==> src/rtl/color_sequence_player.sv <==
// Plays a colour sequence fetched from RAM as timed one-hot lamp pulses,
// with a direct-show mode for press feedback while idle.
module color_sequence_player #(
  parameter int NUM_COLORS = 4,
  parameter int COLOR_W    = 2,
  parameter int ADDR_W     = 4,
  parameter int ON_CYCLES  = 25000000,
  parameter int OFF_CYCLES = 12500000,
  parameter int CNT_W      = 25
) (
  input  logic                  clk,
  input  logic                  resetn,
  input  logic                  start,
  input  logic [ADDR_W:0]       seq_len,
  input  logic                  abort,
  input  logic                  show_en,
  input  logic [COLOR_W-1:0]    show_color,
  output logic                  rd_en,
  output logic [ADDR_W-1:0]     rd_addr,
  input  logic [COLOR_W-1:0]    rd_data,
  output logic [NUM_COLORS-1:0] out,
  output logic                  busy,
  output logic                  done,
  output logic [ADDR_W-1:0]     step_idx
);

  localparam int               MAX_LEN  = 2**ADDR_W;
  localparam logic [CNT_W-1:0] ON_LOAD  = CNT_W'(ON_CYCLES - 1);
  localparam logic [CNT_W-1:0] OFF_LOAD = CNT_W'(OFF_CYCLES - 1);
  localparam logic [CNT_W-1:0] CNT_ONE  = CNT_W'(1);
  localparam logic [ADDR_W:0]  LEN_ONE  = (ADDR_W+1)'(1);
  localparam logic [ADDR_W-1:0] IDX_ONE = ADDR_W'(1);

  typedef enum logic [2:0] {
    S_IDLE,
    S_FETCH,
    S_LOAD,
    S_ON,
    S_OFF,
    S_DONE
  } state_t;

  state_t                state_q, state_d;
  logic [ADDR_W-1:0]     idx_q, idx_d;
  logic [ADDR_W:0]       len_q, len_d;
  logic [CNT_W-1:0]      timer_q, timer_d;
  logic [NUM_COLORS-1:0] out_q, out_d;
  logic                  rd_en_q, rd_en_d;
  logic [ADDR_W-1:0]     rd_addr_q, rd_addr_d;
  logic                  busy_q, busy_d;
  logic                  done_q, done_d;

  // Out-of-range colour indices decode to no lamp, so the bus is never multi-hot.
  function automatic logic [NUM_COLORS-1:0] onehot(input logic [COLOR_W-1:0] c);
    logic [NUM_COLORS-1:0] o;
    o = '0;
    for (int i = 0; i < NUM_COLORS; i++) begin
      if (int'(c) == i) o[i] = 1'b1;
    end
    return o;
  endfunction

  always_comb begin
    state_d   = state_q;
    idx_d     = idx_q;
    len_d     = len_q;
    timer_d   = timer_q;
    out_d     = out_q;
    rd_en_d   = 1'b0;
    rd_addr_d = rd_addr_q;
    busy_d    = busy_q;
    done_d    = 1'b0;

    case (state_q)
      S_IDLE: begin
        if (start) begin
          out_d = '0;
          if (seq_len != '0) begin
            len_d     = (int'(seq_len) > MAX_LEN) ? (ADDR_W+1)'(MAX_LEN) : seq_len;
            idx_d     = '0;
            rd_addr_d = '0;
            rd_en_d   = 1'b1;
            busy_d    = 1'b1;
            state_d   = S_FETCH;
          end else begin
            done_d  = 1'b1;
            state_d = S_DONE;
          end
        end else begin
          out_d = show_en ? onehot(show_color) : '0;
        end
      end
      S_FETCH: state_d = S_LOAD;
      S_LOAD: begin
        out_d   = onehot(rd_data);
        timer_d = ON_LOAD;
        state_d = S_ON;
      end
      S_ON: begin
        if (timer_q == '0) begin
          out_d   = '0;
          timer_d = OFF_LOAD;
          state_d = S_OFF;
        end else begin
          timer_d = timer_q - CNT_ONE;
        end
      end
      S_OFF: begin
        if (timer_q == '0) begin
          if ({1'b0, idx_q} == len_q - LEN_ONE) begin
            busy_d  = 1'b0;
            done_d  = 1'b1;
            state_d = S_DONE;
          end else begin
            idx_d     = idx_q + IDX_ONE;
            rd_addr_d = idx_q + IDX_ONE;
            rd_en_d   = 1'b1;
            state_d   = S_FETCH;
          end
        end else begin
          timer_d = timer_q - CNT_ONE;
        end
      end
      S_DONE: state_d = S_IDLE;
      default: state_d = S_IDLE;
    endcase

    // Abort wins over everything, including a timer reaching zero this cycle.
    if (abort && state_q != S_IDLE) begin
      state_d = S_IDLE;
      out_d   = '0;
      rd_en_d = 1'b0;
      busy_d  = 1'b0;
      done_d  = 1'b0;
      timer_d = '0;
    end
  end

  always_ff @(posedge clk or negedge resetn) begin
    if (!resetn) begin
      state_q   <= S_IDLE;
      idx_q     <= '0;
      len_q     <= '0;
      timer_q   <= '0;
      out_q     <= '0;
      rd_en_q   <= 1'b0;
      rd_addr_q <= '0;
      busy_q    <= 1'b0;
      done_q    <= 1'b0;
    end else begin
      state_q   <= state_d;
      idx_q     <= idx_d;
      len_q     <= len_d;
      timer_q   <= timer_d;
      out_q     <= out_d;
      rd_en_q   <= rd_en_d;
      rd_addr_q <= rd_addr_d;
      busy_q    <= busy_d;
      done_q    <= done_d;
    end
  end

  assign out      = out_q;
  assign rd_en    = rd_en_q;
  assign rd_addr  = rd_addr_q;
  assign busy     = busy_q;
  assign done     = done_q;
  assign step_idx = idx_q;

endmodule

==> config.mk <==
export PLATFORM = sky130hd
export DESIGN_NAME = color_sequence_player
export DESIGN_NICKNAME = d
export VERILOG_FILES = /design/src/rtl/color_sequence_player.sv
export SDC_FILE = /design/constraint.sdc
export NUM_CORES = 1
export LEC_CHECK = 0
export CORE_MARGIN = 4
export CORE_UTILIZATION = 39
export DETAILED_ROUTE_END_ITERATION = 16
export DONT_BUFFER_PORTS = 1
export MAX_ROUTING_LAYER = met4
export REMOVE_ABC_BUFFERS = 1
export SLEW_MARGIN = 10
export SYNTH_ARGS = -nofsm -noshare
export SYNTH_HDL_FRONTEND = slang
export SYNTH_SLANG_ARGS = --single-unit
==> constraint.sdc <==
create_clock -name clk -period 6.95 [get_ports clk]
set_clock_uncertainty 0.15 [all_clocks]
set_input_delay 0.3475 -clock clk [delete_from_list [all_inputs] [get_ports clk]]
set_output_delay 0.3475 -clock clk [all_outputs]
set_load 0.03 [all_outputs]
==> impl_results.md <==
- Worst hold margin: 0.0281 ns
- CTS clock-pin slew for the worst setup and hold paths: 0.09 ns
- Setup crit end kind: flop
- Seq/Total Area, Yosys: 38.3%
- Htree depth: 2
- Commonest non-fill, non-tap cells in the layout: 44 x dfrtp_1, 33 x nor2_1, 28 x nand2_1, 24 x o21ai_0, 21 x nor3_1
- Longest Clk Path Bufs: 2
- Setup TNS: 0 ns
- Total CTS buffers: 5
- CTS root buf: clkbuf_8
- Post-place setup slack: 3.90 ns
- Final period utilization: 44.5%
- Crit-path slowest cell: nor3_4
- I/O pin count: 29
- GRT Overall Usage: 17.3%
- DRC errors left: 0
- Final Worst Setup Slack: 3.86 ns
- Post-route ant nets: 0
- RSZ-0062 raised after global routing: false
- Met2 Use GR: 27.4%
- Syn Inst Count: 336
- Post-CTS Setup Inserts: 0
- Vias in the first global route: 2439
- Critical path's largest stage delay: 0.55 ns
- Post-Syn Area: 2880 um2
- Clk_lat worst skew: 0.30 ns
- Seq cells post-synth: 44
- Die area: 8820 um2
- Vias per cell: 5.98
- Antenna violations before repair: 0
- Endpoints failing hold: 0
- Pwr/cell area: 383 nW/um2
- First-pass GRT wire length: 12.1 mm
- Routing usage on met1: 23.0%
- Via count: 2540
- Post-synth cell types: 62
- Pins Over Slew Limit: 0
- CORE AREA: 7210 um2
- Drt pass-1 iters: 4
- Worst Path Max Fanout: 15
- Least-Margin Pin Slew: 0.850 ns
- Net count, final: 342
- CTS tree: built
- Syn. warnings: 0
- Dpl hpwl: 5.06 mm
- # clock sinks: 44
- CP Data Arrival Time: 3.13 ns
- Crit path required time: 6.99 ns
- Fmax: 0.323 GHz
- Synth Flop Type: dfrtp_1
- Starting density of the core: 39.9%
- Routed WL: 7.20 mm
- Die Height: 93.9 um
- Max-Cap Viols: 0
- Commonest non-fill, non-tap cell in the layout: dfrtp_1
- Gr ovfl total: 0
- Wirelength per Cell: 16.9 um
- Initial detailed-routing violation count: 151
- Synthesized area per cell: 8.56 um2
- Largest net degree at the start of global routing: 45
- Async SR Flop Fraction: 100%
- P&R area growth vs syn: 6.00%
- Port Buffers: 0
- Min-delay worst type: input pin to flop
- Met3 Resource Use GR: 3.04%
- Slew headroom: 43.2%
- Inserted Diodes: 0
- Gr busiest metal: met2
- EDFF count, synth: 0
- P_leak: 1.22 nW
- Tmin final: 3.09 ns
- Run status: completed
- Peak VDD IR: 0.172 mV
- Share of layout cells above drive strength 1: 7.67%
- WS Path Type: flop to flop
- Chip Width: 93.9 um
- Worst-path cell chain: or3_4 -> or3_1 -> nor3_4 -> o21ai_0 -> buf_4 -> a31o_2 -> a32o_1
- Critical Path Start Type: flop
- Finish-stage setup viols: 0
- Rows: 31
- RePlAce Congestion: 0.872
==> registers in the layout (all words and copies together) (netlist names) <==
name,flops
rd_en,1
out,4
done,1
rd_addr,4
busy,1
len_q,5
state_q,3
timer_q,25
==> path summary, 6_finish.rpt <==
| kind | from | endpoint | slack, ns | cells past startpoint |
|---|---|---|---|---|
| hold reg to reg | timer_q[17] | timer_q[17] | 0.35 | 1 |
| max in group asynchronous | resetn | timer_q[24] | 6.02 | 2 |
| setup reg to reg | timer_q[13] | timer_q[8] | 3.86 | 7 |
| setup / recovery | timer_q[13] | timer_q[8] | 3.86 | 7 |
| min in group asynchronous | resetn | done | 0.39 | 2 |
| hold / removal | abort | timer_q[24] | 0.03 | 1 |
==> final cells by class <==
| type | instances | area (um2) |
|---|---|---|
| Tap cell | 99 | 124 |
| Timing Repair Buffer | 4 | 55.1 |
| Sequential cell | 44 | 1100 |
| Inverter | 12 | 45.0 |
| Clock buffer | 5 | 68.8 |
| Multi-Input combinational cell | 258 | 1610 |
| Clock inverter | 3 | 47.5 |
| Fill cell | 744 | 4160 |
==> synth_stat cells, types with 4 or more instances <==
library cell	number	area, um2
dfrtp_1	44	1100
nor2_1	33	124
nand2_1	28	105
o21ai_0	24	120
nor3_1	21	105
a21oi_1	19	95.1
clkbuf_1	12	45.0
inv_1	12	45.0
nand3_1	11	55.1
nor4_1	9	56.3
nand2b_1	7	43.8
or3_1	6	37.5
xnor2_1	6	52.6
a22o_1	5	43.8
a211oi_1	4	30.0
a31oi_1	4	25.0
a32o_1	4	40.0
buf_4	4	30.0
o22a_1	4	35.0
==> logic make-up (layout without fill, tap and decap cells) <==
family	after synthesis	after routing	share of synthesized area, %
compound gates	104	104	25.8
xor+xnor	8	8	2.43
fa+ha+maj	3	3	1.30
buf+inv	34	24	5.83
flops	44	44	38.3
mux	3	3	1.17
simple gates	140	140	25.2
==> where the power goes <==
group	internal [mW]	leakage [nW]	switching (mW)	total [mW]
Combinational	0.204	0.589	0.299	0.503
Sequential	0.333	0.570	0.126	0.459
Clock	0.108	0.0583	0.0979	0.206
==> repair_timing <==
action / CTS / global route
endpoints found under the hold margin: 47 / 0
setup endpoints to repair: 0 / 0
hold buffers: 3 / 0
resized for setup: 0 / 0
==> worst max-delay path, delay by kind of cell, from the launching register on <==
family	cells	cell delay, ns
simple gates	3	1.42
compound gates	3	0.72
flops	1	0.44
buf+inv	1	0.25
==> through the flow <==
stage / total power [mW] / util (%) / area, um2 / cells
CTS: 1.17 / 42.3 / 3050 / 425
detailed placement: 0.956 / 40.0 / 2890 / 414
floorplan: 0.826 / - / 2760 / 314
finish: 1.17 / 42.3 / 3050 / 425
global route: 1.26 / 42.3 / 3050 / 425
global placement: 0.946 / 40.0 / 2890 / 414
==> per-layer routing <==
metal / up-vias / share of wire (%)
met1: 1216 / 46
met3: 17 / 4.6
li1: 1238 / -
met2: 69 / 47
met4: 0 / 1.9
met5: - / 0
Power figures use the tool's default switching activity.
